--- src/rtl/bp_event_counter_bank.sv ---
// Bank of programmable event counters with shadow snapshot, sticky overflow and a
// one-cycle registered read port.
module bp_event_counter_bank #(
    parameter int unsigned num_events_p   = 32,
    parameter int unsigned num_counters_p = 8,
    parameter int unsigned width_p        = 32,
    localparam int unsigned sel_width_lp  = $clog2(num_events_p),
    localparam int unsigned idx_width_lp  = $clog2(num_counters_p)
) (
    input  logic                      clk_i,
    input  logic                      reset_n_i,
    input  logic                      en_i,
    input  logic                      freeze_i,
    input  logic [num_events_p-1:0]   events_i,
    input  logic                      snapshot_i,
    input  logic                      cfg_v_i,
    input  logic [idx_width_lp-1:0]   cfg_idx_i,
    input  logic [sel_width_lp-1:0]   cfg_sel_i,
    input  logic                      cfg_mode_i,
    input  logic                      rd_v_i,
    input  logic [idx_width_lp:0]     rd_addr_i,
    output logic                      rd_v_o,
    output logic [width_p-1:0]        rd_data_o,
    output logic [num_counters_p-1:0] overflow_o
);

    logic [num_events_p-1:0]                      prev_q;
    logic [num_counters_p-1:0][width_p-1:0]       count_q, count_d;
    logic [num_counters_p-1:0][width_p-1:0]       shadow_q, shadow_d;
    logic [num_counters_p-1:0][sel_width_lp-1:0]  sel_q, sel_d;
    logic [num_counters_p-1:0]                    mode_q, mode_d;
    logic [num_counters_p-1:0]                    ovf_q, ovf_d;
    logic [num_counters_p-1:0]                    hit;
    logic                                         rd_v_q;
    logic [width_p-1:0]                           rd_data_q, rd_data_d;

    // Event select; selects beyond the last event never match and so never hit.
    always_comb begin
        hit = '0;
        for (int i = 0; i < int'(num_counters_p); i++) begin
            for (int e = 0; e < int'(num_events_p); e++) begin
                if (sel_q[i] == sel_width_lp'(e)) begin
                    hit[i] = mode_q[i] ? (events_i[e] & ~prev_q[e]) : events_i[e];
                end
            end
        end
    end

    // Per-counter update: freeze beats cfg write beats increment.
    always_comb begin
        count_d  = count_q;
        shadow_d = shadow_q;
        sel_d    = sel_q;
        mode_d   = mode_q;
        ovf_d    = ovf_q;
        for (int i = 0; i < int'(num_counters_p); i++) begin
            if (freeze_i) begin
                count_d[i]  = '0;
                shadow_d[i] = '0;
                ovf_d[i]    = 1'b0;
            end else begin
                if (snapshot_i) begin
                    shadow_d[i] = count_q[i];
                end
                if (cfg_v_i && (cfg_idx_i == idx_width_lp'(i))) begin
                    sel_d[i]   = cfg_sel_i;
                    mode_d[i]  = cfg_mode_i;
                    count_d[i] = '0;
                    ovf_d[i]   = 1'b0;
                end else if (en_i && hit[i]) begin
                    count_d[i] = count_q[i] + width_p'(1);
                    if (&count_q[i]) begin
                        ovf_d[i] = 1'b1;
                    end
                end
            end
        end
    end

    // Read mux sees pre-edge state; unmapped indices return zero.
    always_comb begin
        rd_data_d = rd_data_q;
        if (rd_v_i) begin
            rd_data_d = '0;
            for (int i = 0; i < int'(num_counters_p); i++) begin
                if (rd_addr_i[idx_width_lp-1:0] == idx_width_lp'(i)) begin
                    rd_data_d = rd_addr_i[idx_width_lp]
                              ? width_p'({ovf_q[i], mode_q[i], sel_q[i]})
                              : shadow_q[i];
                end
            end
        end
    end

    always_ff @(posedge clk_i or negedge reset_n_i) begin
        if (!reset_n_i) begin
            prev_q    <= '0;
            count_q   <= '0;
            shadow_q  <= '0;
            sel_q     <= '0;
            mode_q    <= '0;
            ovf_q     <= '0;
            rd_v_q    <= 1'b0;
            rd_data_q <= '0;
        end else begin
            prev_q    <= events_i;
            count_q   <= count_d;
            shadow_q  <= shadow_d;
            sel_q     <= sel_d;
            mode_q    <= mode_d;
            ovf_q     <= ovf_d;
            rd_v_q    <= rd_v_i;
            rd_data_q <= rd_data_d;
        end
    end

    assign rd_v_o     = rd_v_q;
    assign rd_data_o  = rd_data_q;
    assign overflow_o = ovf_q;

endmodule

--- config.mk ---
export PLATFORM = sky130hd
export DESIGN_NAME = bp_event_counter_bank
export DESIGN_NICKNAME = d
export VERILOG_FILES = /design/src/rtl/bp_event_counter_bank.sv
export SDC_FILE = /design/constraint.sdc
export NUM_CORES = 2
export LEC_CHECK = 0
export ABC_AREA = 0
export CORE_MARGIN = 1
export CORE_UTILIZATION = 50
export DETAILED_ROUTE_END_ITERATION = 6
export GPL_ROUTABILITY_DRIVEN = 0
export PLACE_DENSITY = 0.71
export SLEW_MARGIN = 20
export SYNTH_ARGS = -nofsm -noshare
export SYNTH_HDL_FRONTEND = slang
export SYNTH_SLANG_ARGS = --single-unit
--- constraint.sdc ---
create_clock -name clk_i -period 7.8 [get_ports clk_i]
set_input_delay 1.56 -clock clk_i [delete_from_list [all_inputs] [get_ports clk_i]]
set_output_delay 1.56 -clock clk_i [all_outputs]
set_load 0.01 [all_outputs]
# --- After elaboration in Yosys (flattened, before gate mapping) ---
# Cells that the tools add are included.
classes:
  addsub: 8
  eq_ne: 262
  n_mux: 600
  bitwise: 65
  reduce_logical: 67
op_table:
  columns: ["operator", "count"]
  rows:
  - ["$mux W32", 56]
  - ["$eq A5 B5 Y1 const B", 128]
  - ["$mux W1", 544]
  - ["$eq A5 B4 Y1 const B", 64]
  - ["$add A32 B1 Y32 const B", 8]
  - ["$reduce_and A32 Y1", 8]
  - ["$eq A5 B3 Y1 const B", 32]
  - ["$eq A5 B2 Y1 const B", 16]
  - ["$reduce_bool A3 Y1", 16]
  - ["$eq A5 B1 Y1 const B", 8]
  - ["$logic_not A5 Y1", 8]
  - ["$not A1 Y1", 33]
  - ["$and A1 B1 Y1", 32]
  - ["$reduce_and A2 Y1", 16]
  - ["$eq A3 B3 Y1 const B", 8]
  - ["$logic_and A1 B1 Y1", 16]
  - ["$eq A3 B2 Y1 const B", 4]
  - ["$eq A3 B1 Y1 const B", 2]
  - ["$logic_not A3 Y1", 2]
  - ["$reduce_bool A2 Y1", 1]
totals:
  regBits: 633
  input_bits: 52
  output_inout_bits: 41

# --- Logic depth before layout (Yosys ltp) ---
logic_depth:
  ltp_word: 39
  mapped_depth: 13
  ltp_nobuf: 8

# --- Worst setup path before layout ---
# Ideal clock, no wire load.
synth_timing:
  path_kind: "input port to flip-flop"
  start: "input port events_i[7]"
  end: "register count_q[188] (netlist name)"
  arrival_ns: 3.635
  required_ns: 7.722
  setup_slack_ns: 4.087
  cell_stages: 9
  n_path_buf: 2
  path_cell_list: "clkbuf_1 inv_1 a2111oi_0 nor3_1 a2111oi_4 o2111ai_1 buf_2 or4_1 a21oi_1"
synth_between:
  elab_chain_len: 29
synth_rtl:
  columns: ["item", "line", "text"]
  rows:
  - ["start, declared", "14", "input logic [num_events_p-1:0] events_i,"]
  - ["$and A1 B1 Y1", "43", "hit[i] = mode_q[i] ? (events_i[e] & ~prev_q[e]) : events_i[e];"]
  - ["$mux W1 *", "43", null]
  - ["$mux W1 * (25 in series)", "42", "if (sel_q[i] == sel_width_lp'(e)) begin"]
  - ["$logic_and A1 B1 Y1 *", "70", "end else if (en_i && hit[i]) begin"]
  - ["$reduce_bool A3 Y1 (no source line) *", null, null]
  - ["end signal, assigned", "107", "count_q <= count_d;"]
  - ["end, declared", "28", "logic [num_counters_p-1:0][width_p-1:0] count_q, count_d;"]
# Every way passes the cells marked *; elsewhere a longest branch is shown, timed or not.
# A chain may end at the register's enable or synchronous reset.

# --- Worst setup path in the final report ---
layout_timing:
  start: "input port events_i[31]"
  end: "register count_q[207] (netlist name)"
layout_between:
  elab_chain_len: 5
layout_rtl:
  columns: ["item", "line"]
  rows:
  - ["$and A1 B1 Y1", "43"]
  - ["$mux W1 *", "43"]
  - ["$mux W1 *", "42"]
  - ["$logic_and A1 B1 Y1 *", "70"]
  - ["$reduce_bool A3 Y1 (no source line) *", null]
# Marks and branches as above.

==> run_results.csv <==
group,metric,value,unit
outcome,status,"finished clean",
floorplanning,num_io_pins,93,
floorplanning,fp.dieArea,0.07237,mm2
setup_path,worstPathMaxFanout,28,
route,avgRoutedWirePerCell,24.75,um
grt,met1_usage_in_global_routing,45.33,%
sta,post-route-min-period,4.602,ns
grt,wire_length_of_the_first_global_routing_pass,179900,um
route,drt_pass1_iterations,6,
sta,worst_case_headroom_to_the_max_slew_limit,27.70,%
final_layout,drive_above_1_share,6.400,%
final_layout,final_cell_mix,"dfrtp_1, nor2_1, nand2_1",
final_layout,finish.instance_area,0.03920,mm2
clocking,h-tree-depth,3,
synthesis,syn-instance-count,3883,
grt,grt_start_max_net_pins,147,
power_and_ir_drop,power_leakage,0.01629,uW
clocking,clk_transition_reported_paths,0.06,ns
floorplanning,floorplan.core_area,0.07027,mm2
clocking,tritoncts.num_buffers,71,
clocking,clock_tree.root_cell,"clkbuf_16",
clocking,cts_repair_resize_count,0,
power_and_ir_drop,worst_ir_drop_vdd,0.1493,mV
synthesis,synth_enable_flop_cells,0,
route,routed-via-count,32010,
synthesis,syn-num-nets,3943,
final_layout,fin_nets,3852,
clocking,clock_latency,0.64,ns
final_layout,seq_area,0.01584,mm2
setup_path,r2r_slack,3.85,ns
setup_path,worst_path_required,8.34,ns
floorplanning,die_h,269.0,um
setup_path,worst-setup-path-type,"input port to flip-flop",
hold_path,hp-class,"flip-flop to flip-flop",
grt,vias_in_the_first_global_route,29342,
setup_path,r2r_cells,8,
place,port_buffers,92,
setup_path,worst-endpoint-arrival,5.15,ns
grt,antenna_found_initial,0,
floorplanning,die-width,269.0,um
sta,max_freq,217.3,MHz
final_layout,final_cells,4784,
grt,grtUsageMet3,6.219,%
synthesis,synth.avg_cell_area,9.180,um2
route,postRouteAntennaNets,0,
sta,tightestPinTransition,1.085,ns
final_layout,layout.core_utilization,55.79,%
sta,min_period_over_period,59.00,%
power_and_ir_drop,total_power,8619,uW
route,wirelength,118400,um
grt,globalRoute.totalOverflow,0,
synthesis,synth_top_cell_area_share,44.44,%
final_layout,layout.cells.most_common,"dfrtp_1",
synthesis,mappedNetlistArea,0.03565,mm2
route,viasPerCell,6.691,
clocking,cts-hold-fix-buffers,0,
final_layout,multi_input_comb_area,0.01836,mm2
floorplanning,placementRows,97,
place,detailed_place_hpwl,80230,um
clocking,max-clock-path-buffers,3,
setup_path,endpoint_kind,"flip-flop",
place,placed_cells,4658,
sta,setup_violations,0,
synthesis,synth_cell_type_count,92,
final_layout,n_fill_cell,6126,
final_layout,n_antenna_cell,0,
route,dr.first_iter.drc_count,4243,
run,cap_viol_max_count,0,
sta,timing.final.hold_violations,0,
hold_path,worst_hold_path.num_cells,2,
grt,grt_util_overall,32.52,%
synthesis,ys_ff_latch,633,
floorplanning,floorplan.initialDensity,50.73,%
clocking,tritoncts_num_sinks,633,
setup_path,crit_path_start_kind,"input port",
place,cell_area_after_placement,0.03691,mm2
final_layout,area_growth,9.975,%
synthesis,async_set_reset_flop_share_out_of_synthesis,100.0,%
clocking,tritoncts,"done",
synthesis,synth_top_flop_cell,"dfrtp_1",
route,drt_drc_violations_left,0,
clocking,post-cts-setup-buffer-count,0,
synthesis,synth.top_cells.by_area,"dfrtp_1, mux2i_1, nor2_1, a21oi_1, nand2_1",
synthesis,yosys_warnings,0,
sta,finalMaxSlewViolations,0,
sta,finalSetupTns,0,ns
sta,final_worst_clock_skew,0.02727,ns
sta,rsz0062_at_grt,"no",
synthesis,synthDominantAreaCellType,"dfrtp_1",
grt,grt_util_met2,47.19,%
power_and_ir_drop,p_per_area,219.8,mW/mm2
synthesis,ys_seq_area_share,44.44,%
grt,globalRoute.busiestLayer,"met2",
-- flip-flops by register name, summed over array words and instances (netlist names) --
register	count
rd_data_o	32
rd_v_o	1
mode_q	8
sel_q	40
shadow_q	256
overflow_o	8
prev_q	32
count_q	256
-- worst max-delay path: stages --
cell	delay, ns
clkdlybuf4s50_1	0.72
a21boi_0	0.26
o31ai_1	0.39
nor2_1	0.10
o2111ai_1	0.37
nand3_1	0.40
o21ai_2	0.93
o21ai_0	0.23
a21oi_1	0.16
-- Yosys cell counts (all sizes together), types with 12 or more instances --
library cell and count:
xnor2 40, and2 30, o211ai 35, or4 103
nor4 29, nor2b 27, a311oi 12, a31oi 44
nand2b 36, nor2 413, nand4 51, mux2i 330
or3 64, and3 43, mux2 37, nor3 41
clkbuf 210, inv 75, buf 87, a211oi 41
o31ai 102, and4 20, o21a 21, nand2 353
o22ai 39, xor2 18, a21boi 87, dfrtp 633
a31o 12, o21ai 137, a21oi 265, nand4b 12
a22oi 77, a222oi 23, o2111ai 17, nand3 178
-- stage by stage --
| step | setup WS (ns) | hold WS (ns) |
|---|---|---|
| finish | 3.198 | 0.5218 |
| global placement | 2.736 | 0.5014 |
| detailed placement | 2.548 | 0.5098 |
| CTS | 3.191 | 0.5252 |
| global route | 2.902 | 0.5453 |
| floorplan | 4.087 | 0.4806 |
-- report_power, final --
part	leakage, uW	switching (uW)	internal [uW]
sequential	0.00863	371	3380
clock	0.00112	1410	1910
combinational	0.00654	1020	520
total	0.0163	2800	5820
-- area by class of cell --
cell class	instances	share of cell area (%)
Timing Repair Buffer	133	3.217
Clock buffer	107	5.289
Inverter	78	0.7468
Sequential cell	633	40.41
Tap cell	940	3.000
Clock inverter	18	0.5107
Multi-Input combinational cell	2875	46.83
-- cells by family after synthesis --
kind of cell    Yosys count  share of synthesized area, %
simple gates           1437                         20.16
compound gates         1001                         18.80
flops                   633                         44.44
buf+inv                 375                         4.212
mux                     371                         10.69
xor+xnor                 58                         1.425
fa+ha+maj                 8                        0.2808
-- worst paths after layout --
path / start / to
min in group asynchronous: reset_n_i / prev_q[3]
setup / recovery: events_i[31] / count_q[207]
setup reg to reg: mode_q[6] / count_q[207]
hold reg to reg: rd_data_o[11] / rd_data_o[11]
max in group asynchronous: reset_n_i / shadow_q[205]
hold / removal: rd_data_o[11] / rd_data_o[11]
-- layer usage --
| metal | part of all wire (%) | vias up |
|---|---|---|
| li1 | - | 14147 |
| met5 | 0 | - |
| met4 | 6.6 | 0 |
| met1 | 41 | 15649 |
| met3 | 9.8 | 434 |
| met2 | 43 | 1780 |
Power figures use the tool's default switching activity.
